### config.mk
export PLATFORM = sky130hd
export DESIGN_NAME = decompressor_flat
export DESIGN_NICKNAME = d
export VERILOG_FILES = /design/src/rtl/decompressor_if.sv /design/src/rtl/decompressor.sv /design/src/flat_wrapper.sv
export SDC_FILE = /design/constraint.sdc
export NUM_CORES = 1
export LEC_CHECK = 0
export BUFFER_PORTS_ARGS = -buffer_cell sky130_fd_sc_hd__buf_2
export CORE_MARGIN = 2
export CORE_UTILIZATION = 60
export DETAILED_ROUTE_END_ITERATION = 10
export HOLD_SLACK_MARGIN = 0.03
export PLACE_DENSITY_LB_ADDON = 0.2
export SYNTH_ARGS = -nofsm -noshare
export SYNTH_HDL_FRONTEND = slang
export SYNTH_SLANG_ARGS = --single-unit
### constraint.sdc
create_clock -name clk -period 7.38 [get_ports clk]
set_clock_uncertainty 0.05 [all_clocks]
set_input_delay 0.369 -clock clk [delete_from_list [all_inputs] [get_ports clk]]
set_output_delay 0.369 -clock clk [all_outputs]
set_load 0.05 [all_outputs]
### src/rtl/decompressor_if.sv
// Stream bundle between the memory read port, the decompressor and the input-map loader.
// The slave view belongs to the decompressor; the master view drives words in and accepts beats.
interface decompressor_if;
  logic [63:0]      in_data;
  logic             in_valid;
  logic             in_last;
  logic             in_ready;
  logic [15:0][7:0] out_data;
  logic [4:0]       out_valid_num;
  logic             out_last;
  logic             out_valid;
  logic             out_ready;

  modport slave (
    input  in_data, in_valid, in_last, out_ready,
    output in_ready, out_data, out_valid_num, out_last, out_valid
  );

  modport master (
    output in_data, in_valid, in_last, out_ready,
    input  in_ready, out_data, out_valid_num, out_last, out_valid
  );
endinterface

### src/rtl/decompressor.sv
// Expands (zero-run, value) compressed words back into packed 16-byte beats
// for the next layer's input buffer.
module decompressor #(
  parameter int OUT_LANES  = 16,
  parameter int NUM_GROUPS = 5
) (
  input  logic          clk,
  input  logic          rst_n,
  decompressor_if.slave io,
  output logic          fmt_err_o
);

  typedef enum logic [1:0] {IDLE, EXPAND, FLUSH} state_t;

  localparam logic [2:0] MAX_N = 3'(NUM_GROUPS);
  localparam logic [4:0] FULL  = 5'(OUT_LANES);

  state_t                        state_q, state_d;
  logic [59:0]                   groups_q, groups_d;
  logic                          e_q, e_d;
  logic                          last_q, last_d;
  logic [2:0]                    grp_q, grp_d;
  logic [2:0]                    n_q, n_d;
  logic [4:0]                    zrem_q, zrem_d;
  logic                          vpend_q, vpend_d;
  logic [OUT_LANES-1:0][7:0]     acc_q, acc_d;
  logic [4:0]                    cnt_q, cnt_d;
  logic [15:0][7:0]              odata_q, odata_d;
  logic [4:0]                    onum_q, onum_d;
  logic                          olast_q, olast_d;
  logic                          ovalid_q, ovalid_d;
  logic                          fmt_err_q, fmt_err_d;

  logic [2:0] nRaw;
  logic [4:0] groupLeft, space, take, zTake, newCnt;
  logic       vTake, exhausted, done, outFree;
  logic [7:0] curV;
  logic [3:0] zNext;

  function automatic logic [15:0][7:0] maskLanes(input logic [15:0][7:0] a, input logic [4:0] cnt);
    logic [15:0][7:0] m;
    m = '0;
    for (int i = 0; i < 16; i++) begin
      if (i < int'(cnt)) m[i] = a[i];
    end
    return m;
  endfunction

  assign io.in_ready      = rst_n && (state_q == IDLE);
  assign io.out_data      = odata_q;
  assign io.out_valid_num = onum_q;
  assign io.out_last      = olast_q;
  assign io.out_valid     = ovalid_q;
  assign fmt_err_o        = fmt_err_q;

  always_ff @(posedge clk) begin
    if (!rst_n) begin
      state_q   <= IDLE;
      groups_q  <= '0;
      e_q       <= 1'b0;
      last_q    <= 1'b0;
      grp_q     <= '0;
      n_q       <= '0;
      zrem_q    <= '0;
      vpend_q   <= 1'b0;
      acc_q     <= '0;
      cnt_q     <= '0;
      odata_q   <= '0;
      onum_q    <= '0;
      olast_q   <= 1'b0;
      ovalid_q  <= 1'b0;
      fmt_err_q <= 1'b0;
    end else begin
      state_q   <= state_d;
      groups_q  <= groups_d;
      e_q       <= e_d;
      last_q    <= last_d;
      grp_q     <= grp_d;
      n_q       <= n_d;
      zrem_q    <= zrem_d;
      vpend_q   <= vpend_d;
      acc_q     <= acc_d;
      cnt_q     <= cnt_d;
      odata_q   <= odata_d;
      onum_q    <= onum_d;
      olast_q   <= olast_d;
      ovalid_q  <= ovalid_d;
      fmt_err_q <= fmt_err_d;
    end
  end

  always_comb begin
    state_d   = state_q;
    groups_d  = groups_q;
    e_d       = e_q;
    last_d    = last_q;
    grp_d     = grp_q;
    n_d       = n_q;
    zrem_d    = zrem_q;
    vpend_d   = vpend_q;
    acc_d     = acc_q;
    cnt_d     = cnt_q;
    odata_d   = odata_q;
    onum_d    = onum_q;
    olast_d   = olast_q;
    ovalid_d  = ovalid_q;
    fmt_err_d = fmt_err_q;

    nRaw      = io.in_data[62:60];
    curV      = 8'(groups_q >> (32'(grp_q - 3'd1) * 32'd12 + 32'd4));
    zNext     = 4'(groups_q >> (32'(grp_q) * 32'd12));
    groupLeft = zrem_q + {4'd0, vpend_q};
    space     = FULL - cnt_q;
    take      = (space < groupLeft) ? space : groupLeft;
    zTake     = (take < zrem_q) ? take : zrem_q;
    vTake     = vpend_q && (take > zrem_q);
    newCnt    = cnt_q + take;
    exhausted = (take == groupLeft);
    done      = exhausted && (grp_q >= n_q);
    outFree   = !ovalid_q || io.out_ready;

    if (ovalid_q && io.out_ready) ovalid_d = 1'b0;

    case (state_q)
      IDLE: begin
        if (io.in_valid && io.in_ready) begin
          groups_d = io.in_data[59:0];
          e_d      = io.in_data[63];
          last_d   = io.in_last;
          grp_d    = 3'd1;
          n_d      = (nRaw > MAX_N) ? MAX_N : nRaw;
          if (nRaw > MAX_N) fmt_err_d = 1'b1;
          zrem_d   = (n_d == 3'd0) ? 5'd0 : {1'b0, io.in_data[3:0]};
          vpend_d  = (n_d != 3'd0) && !(n_d == 3'd1 && !io.in_data[63]);
          state_d  = EXPAND;
        end
      end

      EXPAND: begin
        for (int i = 0; i < OUT_LANES; i++) begin
          if (i >= int'(cnt_q) && i < int'(newCnt))
            acc_d[i] = (i - int'(cnt_q) < int'(zTake)) ? 8'h00 : curV;
        end
        zrem_d  = zrem_q - zTake;
        vpend_d = vpend_q && !vTake;
        if (exhausted && !done) begin
          grp_d   = grp_q + 3'd1;
          zrem_d  = {1'b0, zNext};
          vpend_d = !((grp_q + 3'd1) == n_q && !e_q);
        end
        // A full accumulator goes straight to the output register when it is free;
        // otherwise it parks at 16 and expansion stalls (take becomes 0).
        if (newCnt == FULL) begin
          if (outFree) begin
            ovalid_d = 1'b1;
            odata_d  = acc_d;
            onum_d   = FULL;
            olast_d  = done && last_q;
            cnt_d    = 5'd0;
            if (done) state_d = IDLE;
          end else begin
            cnt_d = newCnt;
          end
        end else begin
          cnt_d = newCnt;
          if (done) state_d = last_q ? FLUSH : IDLE;
        end
      end

      FLUSH: begin
        if (cnt_q == 5'd0) begin
          state_d = IDLE;
        end else if (outFree) begin
          ovalid_d = 1'b1;
          odata_d  = maskLanes(acc_q, cnt_q);
          onum_d   = cnt_q;
          olast_d  = 1'b1;
          cnt_d    = 5'd0;
          state_d  = IDLE;
        end
      end

      default: state_d = IDLE;
    endcase
  end

endmodule
### src/flat_wrapper.sv
// flat-port wrapper written by rule: the top's interface ports become plain ports
module decompressor_flat 
#(
  parameter int OUT_LANES  = 16,
  parameter int NUM_GROUPS = 5
)
  (clk, rst_n, fmt_err_o, io_in_data, io_in_valid, io_in_last, io_out_ready, io_in_ready, io_out_data, io_out_valid_num, io_out_last, io_out_valid);
  decompressor_if io_i ();
  input  logic clk;
  input  logic rst_n;
  output logic fmt_err_o;
  input wire logic [$bits(io_i.in_data)-1:0] io_in_data;
  input wire logic [$bits(io_i.in_valid)-1:0] io_in_valid;
  input wire logic [$bits(io_i.in_last)-1:0] io_in_last;
  input wire logic [$bits(io_i.out_ready)-1:0] io_out_ready;
  output wire logic [$bits(io_i.in_ready)-1:0] io_in_ready;
  output wire logic [$bits(io_i.out_data)-1:0] io_out_data;
  output wire logic [$bits(io_i.out_valid_num)-1:0] io_out_valid_num;
  output wire logic [$bits(io_i.out_last)-1:0] io_out_last;
  output wire logic [$bits(io_i.out_valid)-1:0] io_out_valid;
  assign io_i.in_data = io_in_data;
  assign io_i.in_valid = io_in_valid;
  assign io_i.in_last = io_in_last;
  assign io_i.out_ready = io_out_ready;
  assign io_in_ready = io_i.in_ready;
  assign io_out_data = io_i.out_data;
  assign io_out_valid_num = io_i.out_valid_num;
  assign io_out_last = io_i.out_last;
  assign io_out_valid = io_i.out_valid;
  decompressor #(.OUT_LANES(OUT_LANES), .NUM_GROUPS(NUM_GROUPS)) u_core (.clk(clk), .rst_n(rst_n), .io(io_i), .fmt_err_o(fmt_err_o));
endmodule
==> out/qor.csv, run 1 <==
stage,metric,value,unit
logic_synthesis,syn_area,18700,µm²
grt,grt_max_degree,131,
setup_path,worstSetupStartpointType,flip-flop,
detailed_routing,firstDrtPassIters,9,
sta,period_share,89.1,%
setup_path,critPathCaptureType,flip-flop,
clock_network,cts-htree-levels,2,
grt,antenna_found_initial,1,
placement,dp_hpwl,46200,µm
layout,layout-drive-gt1-share,16.0,%
sta,max_slew.worst_pin.slew,1140,ps
grt,first_global_vias,18800,
die,core_area,30700,µm²
logic_synthesis,ys_seq_area_share,36.9,%
detailed_routing,via_per_inst,6.64,
sta,fmax,152,MHz
layout,final_cells,2968,
logic_synthesis,yosysWarnings,0,
layout,fill_cells,2388,
status,status,finished clean,
logic_synthesis,syn_inst,2339,
logic_synthesis,synth_nets,2490,
worst_hold_path,hp-class,primary input to flip-flop,
sta,post-route-min-period,6580,ps
setup_path,r2r_slack,800,ps
clock_network,cts_setup_buffers,0,
setup_path,arrival,6900,ps
placement,gp_congestion,0.986,
layout,layout_commonest_cell,nand2_1,
layout,multi_input_area,11000,µm²
detailed_routing,vias,19700,
logic_synthesis,async_flop_share,0,%
logic_synthesis,ys_types,92,
setup_path,required,7700,ps
job,cap_viol_max_count,0,
clock_network,clk_pin_slew,60,ps
layout,fin_area,22100,µm²
placement,placed_area,20200,µm²
sta,fin_tns_setup,0,ps
clock_network,clk_latency,540,ps
logic_synthesis,synth_compound_area_share,26.4,%
grt,grt_pass1_wl,106000,µm
logic_synthesis,synth-seq-cells,345,
clock_network,numCtsBuffers,37,
clock_network,cts_sinks,345,
logic_synthesis,syn_area_per_cell,8.01,µm²
detailed_routing,wl,68600,µm
clock_network,cts.path.max_buffers,3,
die,die_w,181,µm
clock_network,root_buffer,clkbuf_16,
die,row_count,64,
die,fp.dieH,181,µm
logic_synthesis,synthMuxAreaShare,3.81,%
die,dieArea,32600,µm²
sta,setup_slack,803,ps
detailed_routing,postRouteAntennaNets,0,
setup_path,worstSetupPathType,flip-flop to flip-flop,
die,ioPinCount,206,
detailed_routing,drcViolationCount,0,
setup_path,critPathMaxFanout,16,
placement,dp_cells,2848,
sta,rsz0062_at_grt,no,
logic_synthesis,synth_top_family_by_area,compound AO/OA/AOI/OAI gates,
die,initial_utilization,61.1,%
placement,dp_slack,883,ps
logic_synthesis,synth_xor_area_share,2.38,%
sta,slew_viol_final,0,
detailed_routing,first_iter_violations,2559,
sta,finalHoldViolCount,0,
sta,relSlewSlack,23.5,%
placement,port_buffers,205,
grt,overflow,0,
layout,regArea,6910,µm²
sta,setup_violations,0,
logic_synthesis,synth_fa_ha_area_share,5.87,%
layout,final_cell_mix,"nand2_1, dfxtp_1, o21ai_0",
logic_synthesis,synth-simple-area-share,19.8,%
layout,diodes,0,
layout,area_growth,17.9,%
grt,gr-usage-all-layers,40.6,%
detailed_routing,avgRoutedWirePerCell,23.1,µm
clock_network,cts_tree,done,
logic_synthesis,synth_enable_flop_cells,0,
logic_synthesis,synth_ff_type,dfxtp_1,
layout,nets,2700,
## metrics by stage
| stage | hold WS (ps) | util (%) |
|---|---|---|
| after floorplan | 367 | - |
| after global placement | 379 | 66.0 |
| after detailed placement | 387 | 66.0 |
| after CTS | 31.3 | 72.0 |
| after global routing | 43.9 | 72.0 |
| final | 44.1 | 72.0 |
## synthesized netlist by cell type, drive strengths merged, types with 20 or more instances
cell type,number,area [µm²]
inv,62,233
nand2,371,1400
o211ai,28,220
nor3,55,290
nand2b,31,194
dfxtp,345,6910
buf,54,245
clkbuf,115,432
xnor2,38,333
mux4,22,495
a21oi,171,860
nor2,159,597
ha,79,988
o21ai,284,1430
a221oi,74,648
nand3,90,450
a22oi,50,375
nor2b,20,133
## path summary, 6_finish.rpt
| kind | startpoint | end | cells past startpoint |
|---|---|---|---|
| worst max-delay path | u_core.cnt_q[3] | u_core.io.out_data[16] | 23 |
| worst min-delay path | io_in_data[28] | u_core.groups_q[28] | 3 |
| worst max register to register | u_core.cnt_q[3] | u_core.io.out_data[16] | 23 |
| worst min register to register | u_core.acc_q[67] | u_core.acc_q[67] | 2 |
## flip-flops by register name, indices dropped and copies added (netlist names)
signal / cells
u_core.zrem_q: 5
u_core.io.out_valid: 1
u_core.last_q: 1
u_core.groups_q: 60
u_core.fmt_err_o: 1
u_core.n_q: 3
u_core.acc_q: 128
u_core.e_q: 1
u_core.io.out_valid_num: 5
u_core.vpend_q: 1
u_core.cnt_q: 5
u_core.io.out_last: 1
u_core.state_q: 2
u_core.grp_q: 3
u_core.io.out_data: 128
## cell families (layout without fill, tap and decap cells)
family / after synthesis / in the layout
DFF: 345 / 345
AOI/OAI and AO/OA: 772 / 772
buffers and inverters: 232 / 465
adders and majority gates: 87 / 87
muxes: 42 / 42
xor gates and xnor gates: 50 / 50
and+or+nand+nor: 811 / 811
## cell type report
cell class,count,area share [%]
timing repair buffer,340,10.0
clock inverter,13,1.07
tap,396,2.24
clock buffer,49,4.68
multi-input combinational,1762,49.6
sequential,345,31.3
inverter,63,1.08
## routing by layer
metal,part of all wire [%],track usage (%),routed length (µm)
met1,40,53.0,27300
met2,44,63.3,30400
met4,4.8,18.7,3270
met5,0,0,0
met3,11,10.0,7630
## worst max-delay path: stages (launching register included)
cell and delay [ps]:
dfxtp_1 320, inv_1 170, ha_1 360, and2_1 210, ha_1 380, inv_1 100, ha_1 410, a21o_1 270
a311oi_1 600, or2_2 250, inv_1 80, ha_1 280, and3_1 190, o21ai_0 110, nand2_1 110, o31ai_1 400
inv_1 190, ha_1 340, a21oi_1 140, o21ai_0 170, maj3_1 380, o21a_1 410, a221oi_1 390, nor3_1 90
## repair_timing
item | 4_1_cts | 5_1_grt
setup endpoints to repair | 0 | 0
hold endpoints to repair | 58 | 0
resized for setup | 0 | 0
hold buffers | 58 | 0
Power of run 1 is not shown: default switching activity piles up to over one toggle a cycle in this logic, so the estimate is an artifact.
==> run 2, diff against run 1 <==
--- a/config.mk
+++ b/config.mk
@@ -7,9 +7,9 @@
 export LEC_CHECK = 0
 export BUFFER_PORTS_ARGS = -buffer_cell sky130_fd_sc_hd__buf_2
 export CORE_MARGIN = 2
-export CORE_UTILIZATION = 60
+export CORE_UTILIZATION = 24
 export DETAILED_ROUTE_END_ITERATION = 10
-export HOLD_SLACK_MARGIN = 0.03
+export HOLD_SLACK_MARGIN = 0.06
 export PLACE_DENSITY_LB_ADDON = 0.2
 export SYNTH_ARGS = -nofsm -noshare
 export SYNTH_HDL_FRONTEND = slang
==> out/qor.csv, run 2 (same netlist as run 1, synthesis figures left out) <==
stage,metric,value,unit,change
status,status,finished clean,,
die,row_count,102,,+59%
detailed_routing,via_per_inst,5.21,,-22%
sta,fin_tns_setup,0,ps,unchanged
sta,post-route-min-period,6810,ps,+231 ps
placement,gp_congestion,0.981,,-0.56%
layout,layout_commonest_cell,nand2_1,,
die,dieArea,80300,µm²,+150%
clock_network,root_buffer,clkbuf_16,,
die,initial_utilization,24.2,%,-37 points
die,die_w,283,µm,+57%
grt,antenna_found_initial,4,,+3
setup_path,critPathMaxFanout,8,,-8
grt,grt_pass1_wl,120000,µm,+14%
setup_path,worstSetupStartpointType,flip-flop,,
grt,grt_max_degree,117,,-11%
setup_path,required,7840,ps,+140 ps
layout,layout-drive-gt1-share,17.1,%,+1.1 points
detailed_routing,vias,19000,,-3.5%
placement,port_buffers,205,,unchanged
sta,finalHoldViolCount,0,,unchanged
sta,setup_violations,0,,unchanged
sta,max_slew.worst_pin.slew,1270,ps,+130 ps
clock_network,cts_sinks,345,,unchanged
layout,nets,2726,,+0.96%
detailed_routing,first_iter_violations,1627,,-36%
setup_path,arrival,7270,ps,+370 ps
sta,period_share,92.3,%,+3.1 points
sta,rsz0062_at_grt,no,,
grt,overflow,0,,unchanged
grt,first_global_vias,18400,,-2.1%
layout,area_growth,24.3,%,
die,core_area,77300,µm²,+150%
detailed_routing,firstDrtPassIters,5,,-4
sta,fmax,147,MHz,-3.4%
sta,slew_viol_final,0,,unchanged
setup_path,reg2reg_from,u_core.cnt_q[3],,
job,cap_viol_max_count,0,,unchanged
placement,dp_hpwl,58400,µm,+26%
clock_network,cts-htree-levels,2,,unchanged
grt,gr-usage-all-layers,19.6,%,-21 points
sta,relSlewSlack,14.3,%,-9.2 points
detailed_routing,wl,80800,µm,+18%
setup_path,worstSetupStartpoint,u_core.cnt_q[3],,
detailed_routing,drcViolationCount,0,,unchanged
layout,final_cell_mix,"nand2_1, dfxtp_1, o21ai_0",,
worst_hold_path,holdCritStartpoint,io_in_data[60],,
clock_network,clk_latency,580,ps,+40 ps
clock_network,cts.path.max_buffers,3,,unchanged
setup_path,critPathCaptureType,flip-flop,,
clock_network,cts_tree,done,,
die,fp.dieH,283,µm,+57%
worst_hold_path,hp-class,primary input to flip-flop,,
die,ioPinCount,206,,unchanged
clock_network,numCtsBuffers,42,,+14%
clock_network,clk_pin_slew,60,ps,about the same
setup_path,worstSetupPathType,flip-flop to flip-flop,,
detailed_routing,postRouteAntennaNets,0,,unchanged
placement,dp_cells,3507,,+23%
detailed_routing,avgRoutedWirePerCell,22.2,µm,-4.1%
layout,final_cells,3648,,+23%
[run 2: cell types whose count changed in the layout (fill, tap and decap cells not counted), sizes merged]
cell and delta:
inv +2, bufinv -3, clkinvlp +2, diode +1, dlygate4sd3 +6, buf +15, clkbuf +13
[run 2: worst paths after layout]
path                            cells past startpoint  slack, ps                     end
worst max-delay path                               23        570  u_core.io.out_data[11]
worst min-delay path                                3        120           u_core.n_q[0]
worst max register to register                     23        570  u_core.io.out_data[11]
worst min register to register                      2        410       u_core.acc_q[109]
[run 2: area by class of cell]
cell class	instances	area (µm²)
fill	8432	54100
multi-input combinational	1762	11000
sequential	345	6910
timing repair buffer	361	2410
tap	1040	1300
clock buffer	62	1270
inverter	63	239
clock inverter	14	158
antenna	1	2.50
[run 2: stage by stage]
step / setup WS [ps] / hold WS, ps / area (µm²) / utilization (%)
after floorplan: 674 / 367 / 18700 / -
after global placement: 403 / 385 / 21200 / 27.4
after detailed placement: 337 / 393 / 21200 / 27.4
after CTS: 285 / 82.4 / 23300 / 30.1
after global routing: 183 / 128 / 23300 / 30.1
final: 571 / 116 / 23300 / 30.1
[run 2: what timing repair did]
action | in CTS | in global routing
endpoints found under the setup margin | 0 | 11
buffers inserted | 0 | 0
hold buffers | 64 | 0
resized for setup | 0 | 3
endpoints found under the hold margin | 65 | 0
[run 2: metal layers]
metal  track usage [%]  wire, µm
met1              26.4     36200
met2              31.7     37100
met3              3.54      5300
met4              5.70      2220
met5                 0         9
[run 2: critical path: stages (launching register included)]
cell and delay, ps:
dfxtp_1 310, inv_1 370, ha_1 450, and2_1 190, ha_1 280, inv_1 110
ha_1 340, a21o_1 280, a31oi_4 340, mux2i_1 480, ha_1 330, and3_1 210
o21ai_0 130, nand2_1 110, o31ai_1 360, inv_1 210, ha_1 330, inv_1 40
o31ai_2 500, a311oi_1 250, buf_4 200, or3b_2 500, o21ai_0 170, o2111a_1 190
Power of run 2 is left out for the same reason.
